### config.mk
export PLATFORM = sky130hd
export DESIGN_NAME = t03_nes_controller_flat
export DESIGN_NICKNAME = d
export VERILOG_FILES = /design/src/rtl/t03_nes_pkg.sv /design/src/rtl/t03_nes_controller_if.sv /design/src/rtl/t03_nes_shift.sv /design/src/rtl/t03_nes_controller.sv /design/src/flat_wrapper.sv
export SDC_FILE = /design/constraint.sdc
export NUM_CORES = 1
export LEC_CHECK = 0
export BUFFER_PORTS_ARGS = -buffer_cell sky130_fd_sc_hd__buf_2
export CORE_ASPECT_RATIO = 0.75
export CORE_MARGIN = 4
export CORE_UTILIZATION = 30
export CTS_BUF_LIST = sky130_fd_sc_hd__clkbuf_8 sky130_fd_sc_hd__clkbuf_16
export CTS_CLUSTER_DIAMETER = 50
export DETAILED_ROUTE_END_ITERATION = 6
export GPL_ROUTABILITY_DRIVEN = 1
export HOLD_SLACK_MARGIN = 0.06
export PLACE_DENSITY_LB_ADDON = 0.1
export SLEW_MARGIN = 20
export SYNTH_ARGS = -nofsm -noshare
export SYNTH_HDL_FRONTEND = slang
export SYNTH_SLANG_ARGS = --single-unit
### constraint.sdc
create_clock -name clk -period 4 [get_ports clk]
set_clock_uncertainty 0.1 [all_clocks]
set_input_delay 0.4 -clock clk [delete_from_list [all_inputs] [get_ports clk]]
set_output_delay 0.4 -clock clk [all_outputs]
set_load 0.01 [all_outputs]
### src/rtl/t03_nes_pkg.sv
// Shared types and constants for the NES gamepad poller: FSM states,
// button bit indices and field offsets within the published NESData word.
package t03_nes_pkg;

  typedef enum logic [2:0] {
    ST_IDLE,
    ST_LATCH,
    ST_CLK_LO,
    ST_CLK_HI,
    ST_DONE
  } nes_state_e;

  localparam int unsigned BTN_A      = 0;
  localparam int unsigned BTN_B      = 1;
  localparam int unsigned BTN_SELECT = 2;
  localparam int unsigned BTN_START  = 3;
  localparam int unsigned BTN_UP     = 4;
  localparam int unsigned BTN_DOWN   = 5;
  localparam int unsigned BTN_LEFT   = 6;
  localparam int unsigned BTN_RIGHT  = 7;

  localparam int unsigned P1_HELD = 0;
  localparam int unsigned P2_HELD = 8;
  localparam int unsigned P1_NEW  = 16;
  localparam int unsigned P2_NEW  = 24;

endpackage

### src/rtl/t03_nes_controller_if.sv
// Pad-side bus shared by both NES controllers: common latch/clock out,
// one active-low serial data line per pad.
interface t03_nes_controller_if;
  logic nes_latch;
  logic nes_clk;
  logic nes_data1;
  logic nes_data2;

  modport master (output nes_latch, output nes_clk, input nes_data1, input nes_data2);
  modport slave  (input nes_latch, input nes_clk, output nes_data1, output nes_data2);
endinterface

### src/rtl/t03_nes_shift.sv
// Per-pad receive path: 2-FF synchronizer, inversion to 1 = pressed,
// and an 8-bit capture register written at the bit index given by the parent.
module t03_nes_shift (
  input  logic       clk,
  input  logic       n_rst,
  input  logic       data_n,
  input  logic       sample,
  input  logic [2:0] idx,
  output logic [7:0] bits
);

  logic [1:0] sync_q, sync_d;
  logic [7:0] cap_q, cap_d;

  always_comb begin
    sync_d = {sync_q[0], data_n};
    cap_d  = cap_q;
    if (sample) cap_d[idx] = ~sync_q[1];
  end

  always_ff @(posedge clk or negedge n_rst) begin
    if (!n_rst) begin
      sync_q <= '1;
      cap_q  <= '0;
    end else begin
      sync_q <= sync_d;
      cap_q  <= cap_d;
    end
  end

  assign bits = cap_q;

endmodule

### src/rtl/t03_nes_controller.sv
// Free-running two-pad NES poller publishing a packed button word plus a
// one-cycle update strobe. Define T03_NES_EDGE_EN to build the new-press fields.
module t03_nes_controller
  import t03_nes_pkg::*;
#(
  parameter int unsigned DIV         = 60,
  parameter int unsigned POLL_CYCLES = 166667
) (
  input  logic                        clk,
  input  logic                        n_rst,
  t03_nes_controller_if.master        pad,
  output logic [31:0]                 NESData,
  output logic                        NESConfirm
);

  localparam int unsigned TW = $clog2(POLL_CYCLES);
  localparam int unsigned PW = $clog2(2 * DIV + 1);
  localparam logic [TW-1:0] TIMER_LAST = TW'(POLL_CYCLES - 1);
  localparam logic [PW-1:0] LATCH_LAST = PW'(2 * DIV - 1);
  localparam logic [PW-1:0] PHASE_LAST = PW'(DIV - 1);

  nes_state_e    state_q, state_d;
  logic [TW-1:0] timer_q, timer_d;
  logic [PW-1:0] phase_q, phase_d;
  logic [3:0]    pulse_q, pulse_d;
  logic          latch_q, latch_d;
  logic          nclk_q, nclk_d;
  logic [31:0]   data_q, data_d;
  logic          confirm_q, confirm_d;

  logic          sample;
  logic [2:0]    idx;
  logic [7:0]    p1_bits, p2_bits;

  t03_nes_shift u_shift1 (
    .clk    (clk),
    .n_rst  (n_rst),
    .data_n (pad.nes_data1),
    .sample (sample),
    .idx    (idx),
    .bits   (p1_bits)
  );

  t03_nes_shift u_shift2 (
    .clk    (clk),
    .n_rst  (n_rst),
    .data_n (pad.nes_data2),
    .sample (sample),
    .idx    (idx),
    .bits   (p2_bits)
  );

  always_comb begin
    state_d   = state_q;
    phase_d   = phase_q;
    pulse_d   = pulse_q;
    latch_d   = latch_q;
    nclk_d    = nclk_q;
    data_d    = data_q;
    confirm_d = 1'b0;
    sample    = 1'b0;
    idx       = '0;
    timer_d   = (timer_q == TIMER_LAST) ? '0 : timer_q + 1'b1;

    // Outputs are registered, so each branch sets the values for the state being entered.
    unique case (state_q)
      ST_IDLE: begin
        if (timer_q == TIMER_LAST) begin
          state_d = ST_LATCH;
          phase_d = '0;
          latch_d = 1'b1;
        end
      end
      ST_LATCH: begin
        if (phase_q == LATCH_LAST) begin
          sample  = 1'b1;
          state_d = ST_CLK_LO;
          phase_d = '0;
          pulse_d = 4'd1;
          latch_d = 1'b0;
          nclk_d  = 1'b0;
        end else begin
          phase_d = phase_q + 1'b1;
        end
      end
      ST_CLK_LO: begin
        if (phase_q == PHASE_LAST) begin
          sample  = (pulse_q >= 4'd2);
          idx     = 3'(pulse_q - 4'd1);
          state_d = ST_CLK_HI;
          phase_d = '0;
          nclk_d  = 1'b1;
        end else begin
          phase_d = phase_q + 1'b1;
        end
      end
      ST_CLK_HI: begin
        if (phase_q == PHASE_LAST) begin
          phase_d = '0;
          if (pulse_q < 4'd8) begin
            pulse_d = pulse_q + 1'b1;
            state_d = ST_CLK_LO;
            nclk_d  = 1'b0;
          end else begin
            state_d   = ST_DONE;
            confirm_d = 1'b1;
            data_d[P1_HELD +: 8] = p1_bits;
            data_d[P2_HELD +: 8] = p2_bits;
`ifdef T03_NES_EDGE_EN
            data_d[P1_NEW +: 8] = p1_bits & ~data_q[P1_HELD +: 8];
            data_d[P2_NEW +: 8] = p2_bits & ~data_q[P2_HELD +: 8];
`else
            data_d[P1_NEW +: 16] = '0;
`endif
          end
        end else begin
          phase_d = phase_q + 1'b1;
        end
      end
      ST_DONE: begin
        state_d = ST_IDLE;
      end
      default: begin
        state_d = ST_IDLE;
        latch_d = 1'b0;
        nclk_d  = 1'b1;
      end
    endcase
  end

  always_ff @(posedge clk or negedge n_rst) begin
    if (!n_rst) begin
      state_q   <= ST_IDLE;
      timer_q   <= '0;
      phase_q   <= '0;
      pulse_q   <= '0;
      latch_q   <= 1'b0;
      nclk_q    <= 1'b1;
      data_q    <= '0;
      confirm_q <= 1'b0;
    end else begin
      state_q   <= state_d;
      timer_q   <= timer_d;
      phase_q   <= phase_d;
      pulse_q   <= pulse_d;
      latch_q   <= latch_d;
      nclk_q    <= nclk_d;
      data_q    <= data_d;
      confirm_q <= confirm_d;
    end
  end

  assign pad.nes_latch = latch_q;
  assign pad.nes_clk   = nclk_q;
  assign NESData       = data_q;
  assign NESConfirm    = confirm_q;

endmodule

### src/flat_wrapper.sv
// flat-port wrapper written by rule: the top's interface ports become plain ports
module t03_nes_controller_flat import t03_nes_pkg::*;
#(
  parameter int unsigned DIV         = 60,
  parameter int unsigned POLL_CYCLES = 166667
)
  (clk, n_rst, NESData, NESConfirm, pad_nes_latch, pad_nes_clk, pad_nes_data1, pad_nes_data2);
  t03_nes_controller_if pad_i ();
  input  logic clk;
  input  logic n_rst;
  output logic [31:0] NESData;
  output logic NESConfirm;
  output wire logic [$bits(pad_i.nes_latch)-1:0] pad_nes_latch;
  output wire logic [$bits(pad_i.nes_clk)-1:0] pad_nes_clk;
  input wire logic [$bits(pad_i.nes_data1)-1:0] pad_nes_data1;
  input wire logic [$bits(pad_i.nes_data2)-1:0] pad_nes_data2;
  assign pad_nes_latch = pad_i.nes_latch;
  assign pad_nes_clk = pad_i.nes_clk;
  assign pad_i.nes_data1 = pad_nes_data1;
  assign pad_i.nes_data2 = pad_nes_data2;
  t03_nes_controller #(.DIV(DIV), .POLL_CYCLES(POLL_CYCLES)) u_core (.clk(clk), .n_rst(n_rst), .pad(pad_i), .NESData(NESData), .NESConfirm(NESConfirm));
endmodule
=== Yosys cells after proc, flatten, opt, wreduce, memory -nomap -nowiden ===
Cells that the tools add are included.

* Bits in registers: 71
* Input bits: 4
* Output and inout bits: 35
* Word-level logic and storage cells: 84

* Add/sub/neg operators: 4
* $lt $le $gt $ge: 4
* Equality and inequality tests: 12
* Mux-type cells: 34
* Bitwise logic cells: 5
* Reductions and logical operators: 13

{| class="wikitable"
|+ Operators by type and width
! operator !! number
|-
| 3-bit 2-to-1 mux || 7
|-
| 7-bit 2-to-1 mux || 3
|-
| 7-bit one-hot mux with 3 select lines || 1
|-
| 18-bit by 1-bit adder with 18-bit output, second input constant || 1
|-
| 18-bit equality test, second input constant || 1
|-
| 18-bit 2-to-1 mux || 1
|-
| 8-bit bitwise mux || 2
|-
| 4-bit 2-to-1 mux || 3
|-
| 3-bit one-hot mux with 4 select lines || 1
|-
| 1-bit 2-to-1 mux || 11
|-
| 2-bit by 1-bit inequality test with 1-bit output, second input constant || 5
|-
| 4-bit one-hot mux with 2 select lines || 1
|-
| 4-bit AND reduction || 2
|-
| 7-bit by 1-bit adder with 7-bit output, second input constant || 1
|-
| 7-bit by 6-bit equality test with 1-bit output, second input constant || 1
|-
| 7-bit equality test, second input constant || 1
|-
| 3-bit by 2-bit equality test with 1-bit output, second input constant || 2
|-
| 3-bit AND reduction || 2
|-
| 1-bit NOT || 5
|-
| 5-bit AND reduction || 1
|-
| 4-bit by 1-bit adder with 4-bit output, second input constant || 1
|-
| 4-bit by 2-bit greater-or-equal comparator with 1-bit output, second input constant || 1
|-
| 3-bit by 4-bit less-than comparator with 1-bit output, second input constant || 1
|-
| 4-bit less-than comparator, second input constant || 1
|-
| other kinds (15) || 16
|}

=== Longest topological paths before layout ===
Gate-level depths: netlist (run 1).

* Word-level depth: 8
* Depth in mapped cells: 7
* Mapped depth without buffers: 7

=== By module ===
Synthesis (run 1) repeated with hierarchy kept, for this count alone.

* Cells, all modules: 321
* Area total of the unflattened synthesis: 3618.5 um^2

{| class="wikitable"
|+ By module, submodules not included
! module !! times used !! cells each !! area an instance (um^2) !! sequential area each (um^2)
|-
| t03_nes_controller || 1 || 251 || 2715.1 || 1277.5
|-
| t03_nes_shift || 2 || 35 || 451.7 || 252.7
|}

=== Worst setup path after synthesis (run 1) ===
OpenSTA, ideal clock, no wires.

* Path kind: register -> register
* Start point: register u_core.pulse_q[0]
* End point: register u_core.u_shift1.cap_q[7], in the netlist u_core.u_shift1.bits[7]
* Library setup time: 0.125 ns
* Data arrival time: 1.854 ns
* Data required time: 3.775 ns
* Slack: 1.921 ns
* Stages on the path, launching flop included: 7
* Path buffers: 0
* Period minus slack after synthesis: 2.079 ns
* Path through: dfrtp_1 -> inv_1 -> ha_1 -> or4b_1 -> nor4_2 -> nand3_1 -> mux2i_1

* Longest elaborated chain between the ends: 8
* Elaborated cells on any way between the ends: 12
* Those cells by class: 1 x add/sub; 3 x order compare; 7 x mux; 1 x reduce/logical

{| class="wikitable"
|+ Ends and longest elaborated chain
! what !! RTL line !! source
|-
| from (decl) || t03_nes_controller.sv:25 || <nowiki>logic [3:0] pulse_q, pulse_d;</nowiki>
|-
| from (signal assigned) || t03_nes_controller.sv:145 || <nowiki>pulse_q <= pulse_d;</nowiki>
|-
| 3-bit by 1-bit subtractor with 3-bit output || t03_nes_controller.sv:89 || <nowiki>idx = 3'(pulse_q - 4'd1);</nowiki>
|-
| 3-bit 2-to-1 mux || t03_nes_controller.sv:87 || <nowiki>if (phase_q == PHASE_LAST) begin</nowiki>
|-
| 3-bit 2-to-1 mux || t03_nes_controller.sv:66 || <nowiki>unique case (state_q)</nowiki>
|-
| 3-bit by 4-bit less-than comparator with 1-bit output (not written as such) or 3-bit by 1-bit greater-or-equal comparator with 1-bit output (tied branches) || t03_nes_shift.sv:18 || <nowiki>if (sample) cap_d[idx] = ~sync_q[1];</nowiki>
|-
| 1-bit logical AND (not written as such) || t03_nes_shift.sv:18 ||
|-
| 1-bit 2-to-1 mux (not written as such) || t03_nes_shift.sv:18 ||
|-
| 1-bit demux with 3-bit select || t03_nes_shift.sv:18 ||
|-
| 8-bit bitwise mux || t03_nes_shift.sv:18 ||
|-
| to (signal assigned) || t03_nes_shift.sv:27 || <nowiki>cap_q <= cap_d;</nowiki>
|-
| to (decl) || t03_nes_shift.sv:13 || <nowiki>logic [7:0] cap_q, cap_d;</nowiki>
|}

Several ways; a longest one is shown, not always the timed one.
A chain may end at the register's enable or synchronous reset.

=== Worst setup path in the final report (run 1) ===
* Start point: register u_core.pulse_q[0]
* End point: register u_core.u_shift2.cap_q[7], in the netlist u_core.u_shift2.bits[7]

* Longest elaborated chain between the ends: 8
* Elaborated cells on any way between the ends: 12
* Those cells by class: 1 x add/sub; 3 x order compare; 7 x mux; 1 x reduce/logical

{| class="wikitable"
|+ Ends and longest elaborated chain
! what !! RTL line
|-
| 3-bit by 1-bit subtractor with 3-bit output || t03_nes_controller.sv:89
|-
| 3-bit 2-to-1 mux || t03_nes_controller.sv:87
|-
| 3-bit 2-to-1 mux || t03_nes_controller.sv:66
|-
| 3-bit by 4-bit less-than comparator with 1-bit output (not written as such) or 3-bit by 1-bit greater-or-equal comparator with 1-bit output (tied branches) || t03_nes_shift.sv:18
|-
| 1-bit logical AND (not written as such) || t03_nes_shift.sv:18
|-
| 1-bit 2-to-1 mux (not written as such) || t03_nes_shift.sv:18
|-
| 1-bit demux with 3-bit select || t03_nes_shift.sv:18
|-
| 8-bit bitwise mux || t03_nes_shift.sv:18
|-
| to (signal assigned) || t03_nes_shift.sv:27
|-
| to (decl) || t03_nes_shift.sv:13
|}

Several ways; a longest one is shown, not always the timed one.

==> results list, run 1 <==
- Max-cap viol count: 0
- STA classifies the critical path startpoint as a flop.
- 39 I/O pins were placed.
* Routed wire length: 6968 µm
- Of all nets on the critical path, the largest fanout is 8.
- Final GP Congestion: 0.7544
* GRT overflow: 0
- DP HPWL: 4954 µm
* Relative slew margins: 50.97%
* Critical path class: reg -> reg
- PortBufs: 22
- Once layout is complete, the cells apart from fillers number 483.
- Cells with a size suffix above 1 make up 21.87% of the layout.
* Share of the yosys chip area belonging to registers: 51.74%
- DR pass1 iterations: 4
- Unrepaired setup endpoints after global routing: false
* Max Transition Viols Final: 0
- Averaged over all synthesized cells, the footprint is 11.19 µm².
- Final clock period utilization by the worst path: 60.28%
- The initial antenna violation count is 0.
* Top delay family on crit path: simple AND/OR/NAND/NOR gates
- At the later pin of the worst-skew pair, clock insertion delay measures 330 ps.
- FFs w/ async S/R, synth: 100.0%
- The area growth from synthesis to layout is 15.14%.
- Average vias per placed instance: 4.727
* DRC errors left: 0
* Count of final hold-check violations: 0
* Cell Count Post-Placement: 464
- Fmax: 414.7 MHz
- Routed wire per std cell: 14.43 µm
* Netlist cell types: 55
* Synth Instances: 308
* DIE AREA: 0.01328 mm²
- From left edge to right edge, the die measures 131.8 µm.
- Top cells by area, synth: sky130_fd_sc_hd__dfrtp_1 48%, sky130_fd_sc_hd__mux2_2 5.2%, sky130_fd_sc_hd__dfstp_2 3.8%, sky130_fd_sc_hd__mux2i_1 3.8%, sky130_fd_sc_hd__buf_4 3.7%
- Counting flops with a built-in enable in the synthesized netlist gives 0.
- The via count of the first global-routing pass came to 2261.
- CTS root buffer: sky130_fd_sc_hd__clkbuf_16
- Data arrives at the worst endpoint at 2520 ps.
- Height of the die: 100.8 µm
* Worst hold path type: reg -> reg
- Global routing used 11.31% of the available tracks.
- The total area inside the core boundary comes to 0.01107 mm².
* CP Capture Type: flop
- Leakage: 1.904 nW
* Number of nets in the layout: 348
- Summing every instance area after synthesis gives 0.003446 mm².
* Number of buffers added by the clock tree synthesis step: 9
* Worst-Margin Slew: 735.4 ps
- The clock drives 71 sinks.
- Total of flip-flops plus latches after synthesis: 71
- The synthesized design devotes to its leading area cell type 47.93% of total area.
- In the synthesized netlist the dominant register cell turns out to be sky130_fd_sc_hd__dfrtp_1.
- Sorting the synthesized cells by how often they occur yields 66 x sky130_fd_sc_hd__dfrtp_1, 20 x sky130_fd_sc_hd__inv_1, 18 x sky130_fd_sc_hd__nand2_1.
- Clock-pin slew was measured on the worst setup and hold paths at 60 ps.
- Areal power density over the cells: 393.3 mW/mm²
* Critical-path cell with the highest stage delay: sky130_fd_sc_hd__or4b_1
* Peak VDD IR: 180.4 µV
- For this configuration, the core starts out at a cell density of 31.14%.
- The number of buffers and inverters on the critical path is 1.
* Cell-by-cell listing of the critical path: inv_1 -> ha_1 -> or4b_1 -> nor4_2 -> nand3_1 -> mux2i_1
- The floorplan has 33 rows.
- H-tree levels: 3
- The run finished with clean final reports.
- The first routing iteration left 47 violations.
- Most used standard cell by instance count after synthesis: sky130_fd_sc_hd__dfrtp_1
* Cell taking the most area after synthesis: sky130_fd_sc_hd__dfrtp_1
- The number of antenna diodes in the final layout is 0.
- TritonCTS built the clock tree.
- Max incr delay on CP: 540 ps
- Period minus WS final: 2411 ps
* Yosys warns: 0
- Via count: 2283
- Gates resized during post-CTS repair numbered 0.
- Pin count of the biggest net entering global routing: 34
- Bufs on Longest Clock Path: 2
- Setup violations remaining at the end of the flow were counted as 0.
* First-pass GRT wire length: 11750 µm
- Remaining antenna violation count after routing: 0
- For the final routed database, the setup TNS stands at 0 ps.
- STA puts the critical path data required time at 4110 ps.
- Fill cell instance count of the final layout: 1110
routing by layer:
layer / vias to the layer above / GRT usage (%) / wire length (µm) / share of wire [%]
li1: 1107 / - / - / -
met1: 1141 / 15.97 / 3689 / 53
met2: 26 / 16.12 / 2928 / 42
met3: 9 / 3.343 / 233 / 3.3
met4: 0 / 4.843 / 117 / 1.7
met5: - / 0 / 0 / 0
registers in the layout, summed over array words and instances (netlist names), 2 cells and up:
name,cells
u_core.NESData,16
u_core.phase_q,7
u_core.pulse_q,4
u_core.state_q,3
u_core.timer_q,18
u_core.u_shift1.bits,8
u_core.u_shift1.sync_q,2
u_core.u_shift2.bits,8
u_core.u_shift2.sync_q,2
worst register-to-register path, stage by stage, from the launching register on:
cell and delay (ps):
sky130_fd_sc_hd__dfrtp_1 470, sky130_fd_sc_hd__inv_1 180, sky130_fd_sc_hd__ha_1 380, sky130_fd_sc_hd__or4b_1 540
sky130_fd_sc_hd__nor4_2 210, sky130_fd_sc_hd__nand3_1 230, sky130_fd_sc_hd__mux2i_1 170
path summary, 6_finish.rpt:
path	from	end	slack [ps]	cells past startpoint
hold reg to reg	u_core.u_shift2.sync_q[0]	u_core.u_shift2.sync_q[1]	260	0
setup reg to reg	u_core.pulse_q[0]	u_core.u_shift2.bits[7]	1590	6
setup / recovery	u_core.pulse_q[0]	u_core.u_shift2.bits[7]	1590	6
max in group asynchronous	n_rst	u_core.pad.nes_clk	2430	3
min in group asynchronous	n_rst	u_core.NESData[2]	580	2
hold / removal	u_core.u_shift2.sync_q[0]	u_core.u_shift2.sync_q[1]	260	0
stage by stage:
| step | utilization, % | hold slack (ps) | setup WS [ps] | cell area (µm²) | total power, mW |
|---|---|---|---|---|---|
| after global routing | 35.85 | 262.4 | 1428 | 3968 | 1.627 |
| after CTS | 35.85 | 255.8 | 1604 | 3968 | 1.592 |
| after floorplan | - | 4.409 | 1921 | 3502 | 0.7552 |
| after detailed placement | 32.78 | 247.5 | 1620 | 3627 | 0.7635 |
| final | 35.85 | 255.2 | 1589 | 3968 | 1.561 |
| after global placement | 32.78 | 246.1 | 1641 | 3627 | 0.7639 |
final cells by class:
class                      instances  area (µm²)  area share, %
tap                              140       175.2          4.415
timing repair buffer              27       155.1          3.910
clock buffer                      11       252.7          6.370
inverter                          20       75.07          1.892
multi-input combinational        209        1469          37.02
clock inverter                     5       57.56          1.451
sequential                        71        1783          44.94
where the power goes:
group	leakage (nW)	switching [mW]	internal [mW]	total, mW
Clock	0.149	0.294	0.515	0.809
Sequential	0.960	0.00306	0.722	0.726
Combinational	0.795	0.0218	0.00448	0.0263
kinds of logic after synthesis:
logic type               Yosys count  synth area share [%]
AO/OA/AOI/OAI                     39                 7.771
XOR/XNOR                          17                 4.321
adder cells (fa/ha/maj)            6                 2.179
buffers and inverters             43                 7.262
flip-flops                        71                 51.74
multiplexers                      29                 9.005
other                              1                0.1088
AND/OR/NAND/NOR                  102                 17.61
layout by cell type, fill, tap and decap left out, drive strengths merged, types with 2 or more instances in the layout:
cell,n
nor2,19
nand4b,3
a21oi,5
dfstp,5
a21o,5
nand2b,2
dlygate4sd3,3
ha,6
o21ai,16
nor2b,2
mux2,16
inv,21
nand3b,5
nor4b,2
xor2,3
nand2,18
o22ai,2
dfrtp,66
xnor2,14
nor4,6
buf,24
nor3,9
nand4,4
nor3b,2
clkinvlp,2
o31ai,2
nand3,17
and3,8
clkbuf,11
conb,16
mux2i,13
what timing repair did:
action / 4_1_cts / 5_1_grt
hold buffers: 3 / 0
endpoints found under the hold margin: 29 / 0
buffers inserted: 0 / 0
Note: power is estimated with default switching activity, not from simulation.
==> run 2, diff against run 1 <==
==> constraint.sdc (replaced) <==
create_clock -name clk -period 2.2 [get_ports clk]
set_clock_uncertainty 0.1 [all_clocks]
set_input_delay 0.22 -clock clk [delete_from_list [all_inputs] [get_ports clk]]
set_output_delay 0.22 -clock clk [all_outputs]
set_load 0.01 [all_outputs]
==> results list, run 2 (synthesized netlist as in run 1, its figures left out) <==
- Run status: completed
- Clock latency at the later pin of the worst-skew pair: 320 ps (about the same)
- Count of final hold-check violations: 0 (unchanged)
* Startpoint Class: flop
- Horizontal die dimension: 131.8 µm (unchanged)
- The sequential cell fraction of total power came to 46.9% (+0.4 points).
* Ports placed on the boundary: 39 (unchanged)
- The areal power density over the cells came to 682.5 mW/mm² (+74%).
- The number of buffers added by the clock tree synthesis step was 9 (unchanged).
- DIE AREA: 0.01328 mm² (unchanged)
* CTS tree: done
* H-tree levels: 3 (unchanged)
- The pin count of the biggest net entering global routing was 45 (+32%).
- The post-layout net count came to 368 (+5.7%).
* Design internal power: 2.248 mW (+81%)
- Height of the die: 100.8 µm (unchanged)
- The setup path with the least slack is of type reg -> reg.
- The accumulated negative setup slack is 0 ps (unchanged).
- Comb pwr share: 1.7% (about the same)
- Final clock period utilization by the worst path: 96.32% (+36 points)
- Fill cell instance count of the final layout: 1116 (+0.54%)
- Worst-Margin Slew: 562.6 ps (-172.8 ps)
* DRC errors left: 0 (unchanged)
- The worst voltage drop across the vdd grid came to 392.8 µV (+120%).
- Area delta synth->final: 19.68%
- The maximum count of clock buffers along a single path came to 2 (unchanged).
- The final-report setup violation count was 0 (unchanged).
- Area inside the core boundary: 0.01107 mm² (unchanged)
- Worst Hold Slack: 122.3 ps (-132.9 ps)
* Routed wire length: 7113 µm (+2.1%)
* Unrepaired setup endpoints after global routing: true
* Worst EP required: 2300 ps (-1810 ps)
- The total track usage is 11.40% (+0.095 points).
* Remaining antenna violation count after routing: 0 (unchanged)
- The number of pins with negative max-slew slack in the final report came to 0 (unchanged).
- Detailed Route Iter0 Violations: 131 (+180%)
* Final GP Congestion: 0.8178 (+8.4%)
- DP HPWL: 5156 µm (+4.1%)
- The maximum fanout along the worst path came to 4 (-4).
- PortBufs: 22 (unchanged)
* Clk network pwr share: 51.4% (-0.4 points)
- The number of vias in the routed layout came to 2315 (+1.4%).
- Largest register by flop count: u_core.timer_q
- The worst setup path is captured at a flop.
* Period minus WS final: 2119 ps (-292.3 ps)
- The switching fraction of total power came to 20.12% (-0.30 points).
* Layout cells sized above 1: 26.52% (+4.7 points)
* Largest register FFs: 18 (unchanged)
* Leakage: 2.009 nW (+5.5%)
- Post-Place Setup Slack: 110.3 ps (-1510 ps)
- Number of antenna violations at the first check in global routing: 0 (unchanged)
- Antenna diode count: 0 (unchanged)
- The number of maximum-capacitance constraint violations is 0 (unchanged).
- CTS placed an instance of sky130_fd_sc_hd__clkbuf_16 at the clock tree root.
- The clock edge transition at the registers on the reported setup and hold paths came to 60 ps (about the same).
- The end-of-flow core utilization is 37.27% (+1.4 points).
* Commonest non-fill, non-tap cells in the layout: 65 x sky130_fd_sc_hd__dfrtp_1, 22 x sky130_fd_sc_hd__buf_2, 21 x sky130_fd_sc_hd__inv_1, 21 x sky130_fd_sc_hd__buf_4, 18 x sky130_fd_sc_hd__nand2_1
* GRT overflow: 0 (unchanged)
* First-pass GRT wire length: 12000 µm (+2.1%)
- Clock sink count: 71 (unchanged)
* Final setup margin: 80.95 ps (-1508 ps)
* Std cell rows: 33 (unchanged)
- Most common cell after layout, fill and taps aside: sky130_fd_sc_hd__dfrtp_1
- The net switching power is 0.5665 mW (+78%).
- Relative slew margins: 62.49% (+12 points)
* DR pass1 iterations: 4 (unchanged)
* Data arrival, critical path: 2220 ps (-300 ps)
* Fmax: 471.9 MHz (+14%)
* Via count of the first global-routing pass: 2294 (+1.5%)
- Routed wire per std cell: 14.17 µm (-1.8%)
- The worst hold path belongs to the class in -> async.
- Average vias per placed instance: 4.612 (-2.4%)
- The initial standard-cell utilization of the core was 31.14% (unchanged).
[run 2: power groups by stage]
| stage | clock [mW] | sequential (mW) | combinational (mW) |
|---|---|---|---|
| finish | 1.45 | 1.32 | 0.0475 |
| detailed placement | 0 | 1.34 | 0.0464 |
| CTS | 1.49 | 1.32 | 0.0504 |
| floorplan | 0 | 1.34 | 0.0335 |
| global placement | 0 | 1.34 | 0.0459 |
| global route | 1.55 | 1.32 | 0.0561 |
[run 2: critical path, cell delays in order, from the launching register on]
cell and delay (ps):
sky130_fd_sc_hd__dfrtp_1 370, sky130_fd_sc_hd__inv_1 120, sky130_fd_sc_hd__ha_1 270, sky130_fd_sc_hd__or4b_1 530
sky130_fd_sc_hd__nor4_2 260, sky130_fd_sc_hd__nand3_1 190, sky130_fd_sc_hd__mux2i_1 160
[run 2: repair_timing]
item,CTS,global route
setup endpoints to repair,0,6
setup buffers,0,1
hold buffers,3,0
endpoints found under the hold margin,68,0
gates resized for setup,0,2
[run 2: worst paths after layout]
check                      slack, ps                       from  cells past startpoint                         to
min in group clk                 250  u_core.u_shift2.sync_q[0]                      0  u_core.u_shift2.sync_q[1]
max reg2reg                       80          u_core.pulse_q[0]                      6    u_core.u_shift1.bits[3]
min reg2reg                      250  u_core.u_shift2.sync_q[0]                      0  u_core.u_shift2.sync_q[1]
min                              120                      n_rst                      2          u_core.NESData[3]
max                               80          u_core.pulse_q[0]                      6    u_core.u_shift1.bits[3]
max in group asynchronous       1120                      n_rst                      3          u_core.pulse_q[1]
[run 2: final cells by class]
cell class	count	area, µm²	share of cell area, %
inverters	20	75.07	1.820
clock inverters	4	46.29	1.123
repair buffers	47	317.8	7.706
well taps	140	175.2	4.248
clock buffers	11	252.7	6.129
flip-flops and latches	71	1784	43.26
multi-input cells	209	1473	35.71
[run 2: per-layer routing]
layer / wire (µm) / share of wire, % / GRT usage [%] / vias to the layer above
li1: - / - / - / 1150
met1: 3869 / 54 / 16.84 / 1118
met2: 2918 / 41 / 16.12 / 37
met3: 220 / 3.1 / 3.293 / 10
met4: 105 / 1.5 / 3.390 / 0
met5: 0 / 0 / 0 / -
[run 2: through the flow]
stage,instance area [µm²],total power [mW],std cells
CTS,4111,2.863,501
floorplan,3502,1.373,323
global route,4124,2.929,502
global placement,3782,1.388,483
finish,4124,2.815,502
detailed placement,3782,1.389,483
==> run 3, diff against run 2 <==
--- a/config.mk
+++ b/config.mk
@@ -10,11 +10,12 @@
 export CORE_MARGIN = 4
 export CORE_UTILIZATION = 30
 export CTS_BUF_LIST = sky130_fd_sc_hd__clkbuf_8 sky130_fd_sc_hd__clkbuf_16
-export CTS_CLUSTER_DIAMETER = 50
+export CTS_CLUSTER_SIZE = 14
 export DETAILED_ROUTE_END_ITERATION = 6
 export GPL_ROUTABILITY_DRIVEN = 1
 export HOLD_SLACK_MARGIN = 0.06
 export PLACE_DENSITY_LB_ADDON = 0.1
+export RECOVER_POWER = 100
 export SLEW_MARGIN = 20
 export SYNTH_ARGS = -nofsm -noshare
 export SYNTH_HDL_FRONTEND = slang
==> results list, run 3 (synthesized netlist as in run 1, its figures left out) <==
- The cell total after placement is 483 (unchanged).
- Critical-path cell with the highest stage delay: sky130_fd_sc_hd__or4b_1
* Data arrival, critical path: 2210 ps (about the same)
- Max-cap viol count: 0 (unchanged)
* Setup TNS Final: 0 ps (unchanged)
- Startpoint Class: flop
* Max incr delay on CP: 520 ps (about the same)
- Area delta synth->final: 17.87%
- Most common cell after layout, fill and taps aside: sky130_fd_sc_hd__dfrtp_1
- The number of fill cells in the layout came to 1119 (+0.27%).
- Commonest non-fill, non-tap cells in the layout: 65 x sky130_fd_sc_hd__dfrtp_1, 26 x sky130_fd_sc_hd__clkbuf_1, 21 x sky130_fd_sc_hd__inv_1
- The quantity of I/O buffers inserted on ports was 22 (unchanged).
- met1 is the most crowded layer.
* GRT overflow: 0 (unchanged)
* Number of nets in the layout: 368 (unchanged)
* Fmax: 472.7 MHz (+0.16%)
- Routing usage on met3: 3.293% (unchanged)
* Largest register by flop count: u_core.timer_q
* Via count: 2341 (+1.1%)
* Worst-Margin Slew: 1099 ps (+536.6 ps)
- CTS tree: done
* Source of the worst register-to-register timing path: u_core.pulse_q[0]
- CP Capture Type: flop
- Unrepaired setup endpoints after global routing: true
- Final clock period utilization by the worst path: 96.17% (-0.16 points)
- DRC errors left: 0 (unchanged)
- The initial standard-cell utilization of the core is 31.14% (unchanged).
* Final setup margin: 84.36 ps (+3.413 ps)
- The reg2reg setup slack is 80 ps (about the same).
* Worst hold path type: in -> async
- DIE AREA: 0.01328 mm² (unchanged)
* Number of buffers added by the clock tree synthesis step: 9 (unchanged)
- Layout cells sized above 1: 18.78% (-7.7 points)
* Area used by sequential logic in the layout: 0.001784 mm² (unchanged)
* Leakage: 1.898 nW (-5.5%)
- Buffers and inverters on the worst path: 1 (unchanged)
- Global routing usage on met2: 16.12% (unchanged)
* Post-Place Setup Slack: 110.3 ps (unchanged)
- The clock latency at the later pin of the worst-skew pair came to 320 ps (about the same).
- The maximum count of clock buffers along a single path came to 2 (unchanged).
* Antenna diode count: 0 (unchanged)
- Relative slew margins: 26.72% (-36 points)
* Ports placed on the boundary: 39 (unchanged)
- Remaining antenna violation count after routing: 0 (unchanged)
* Std cell rows: 33 (unchanged)
- DR pass1 iterations: 4 (unchanged)
- The number of DRC markers after the initial detailed-route iteration is 104 (-21%).
* Areal power density over the cells: 692.6 mW/mm² (+1.5%)
* Top delay family on crit path: simple AND/OR/NAND/NOR gates
* Critical Path Fanout Max: 4 (unchanged)
- Number of antenna violations at the first check in global routing: 0 (unchanged)
* First-pass GRT wire length: 12000 µm (unchanged)
* Pin count of the biggest net entering global routing: 45 (unchanged)
- Run status: completed
* Height of the die: 100.8 µm (unchanged)
* Final setup fails: 0 (unchanged)
- Peak VDD IR: 394.7 µV (+0.49%)
- Crit path depth: 6 (unchanged)
- The minimum clock period after layout was 2116 ps (-3.413 ps).
* Final Non-Filler Cells: 502 (unchanged)
- Largest register FFs: 18 (unchanged)
- Critical path class: reg -> reg
- The placeable core area came to 0.01107 mm² (unchanged).
- Routed wire per std cell: 14.18 µm (about the same)
- The end-of-flow core utilization came to 36.70% (-0.57 points).
* Final GP Congestion: 0.8178 (unchanged)
- The combined area of the multi-input logic cells came to 0.001465 mm² (-0.51%).
- Average vias per placed instance: 4.663 (+1.1%)
- CTS root buffer: sky130_fd_sc_hd__clkbuf_16
- Clock slew at the register clock pins of the worst setup and hold paths: 50 ps (about the same)
- Clock sink count: 71 (unchanged)
- Worst-case reg-to-reg path depth: 6 (unchanged)
* Count of final hold-check violations: 0 (unchanged)
* Horizontal die dimension: 131.8 µm (unchanged)
* Overall track demand over capacity in global routing: 11.40% (unchanged)
- The depth of the CTS H-tree was 3 (unchanged).
- Worst EP required: 2300 ps (about the same)
* DP HPWL: 5156 µm (unchanged)
- The number of pins with negative max-slew slack in the final report came to 0 (unchanged).
* Via count of the first global-routing pass: 2294 (unchanged)
- Cell-by-cell listing of the critical path: inv_1 -> ha_1 -> or4b_1 -> nor4_2 -> nand3_1 -> mux2i_1
- Global Route met1 Usage: 16.84% (unchanged)
- End of the worst register-to-register path: u_core.u_shift1.bits[3]
* Routed wire length: 7118 µm (about the same)
[run 3: worst max-delay path by stage]
| stage | from | to | slack, ps |
|---|---|---|---|
| floorplan | u_core.pulse_q[0] | u_core.u_shift1.bits[7] | 120 |
| global placement | u_core.pulse_q[1] | u_core.u_shift1.bits[2] | 150 |
| detailed placement | u_core.pulse_q[1] | u_core.u_shift2.bits[7] | 110 |
| CTS | u_core.pulse_q[1] | u_core.u_shift2.bits[7] | 100 |
| global route | u_core.pulse_q[0] | u_core.u_shift1.bits[6] | -20 |
| finish | u_core.pulse_q[0] | u_core.u_shift1.bits[3] | 80 |
[run 3: power by group]
part	switching, mW	internal (mW)	total (mW)
Clock	0.521	0.926	1.45
Combinational	0.0394	0.00670	0.0461
Sequential	0.00544	1.31	1.32
[run 3: repair_timing]
action | CTS | global route
resized for setup | 0 | 2
hold buffers | 3 | 0
hold endpoints to repair | 68 | 0
setup buffers | 0 | 1
setup endpoints to repair | 0 | 6
[run 3: area by class of cell]
cell class / instances / area share [%]
clock inverters: 4 / 1.140
well taps: 140 / 4.313
repair buffers: 47 / 6.469
multi-input cells: 209 / 36.08
flip-flops and latches: 71 / 43.93
inverters: 20 / 1.848
clock buffers: 11 / 6.223
[run 3: through the flow]
stage | total power, mW | cell area, µm² | hold WS, ps
finish | 2.813 | 4061 | 130.6
global route | 2.927 | 4061 | 143.4
CTS | 2.863 | 4111 | 115.9
detailed placement | 1.389 | 3782 | -84.39
global placement | 1.388 | 3782 | -85.80
floorplan | 1.373 | 3502 | -175.6
[run 3: metal layers]
metal  vias up  share of wire, %  wire length (µm)
li1       1153                 -                 -
met1      1137                54              3849
met2        41                42              2968
met3        10               3.0               212
met4         0               1.2                87
met5         -                 0                 0
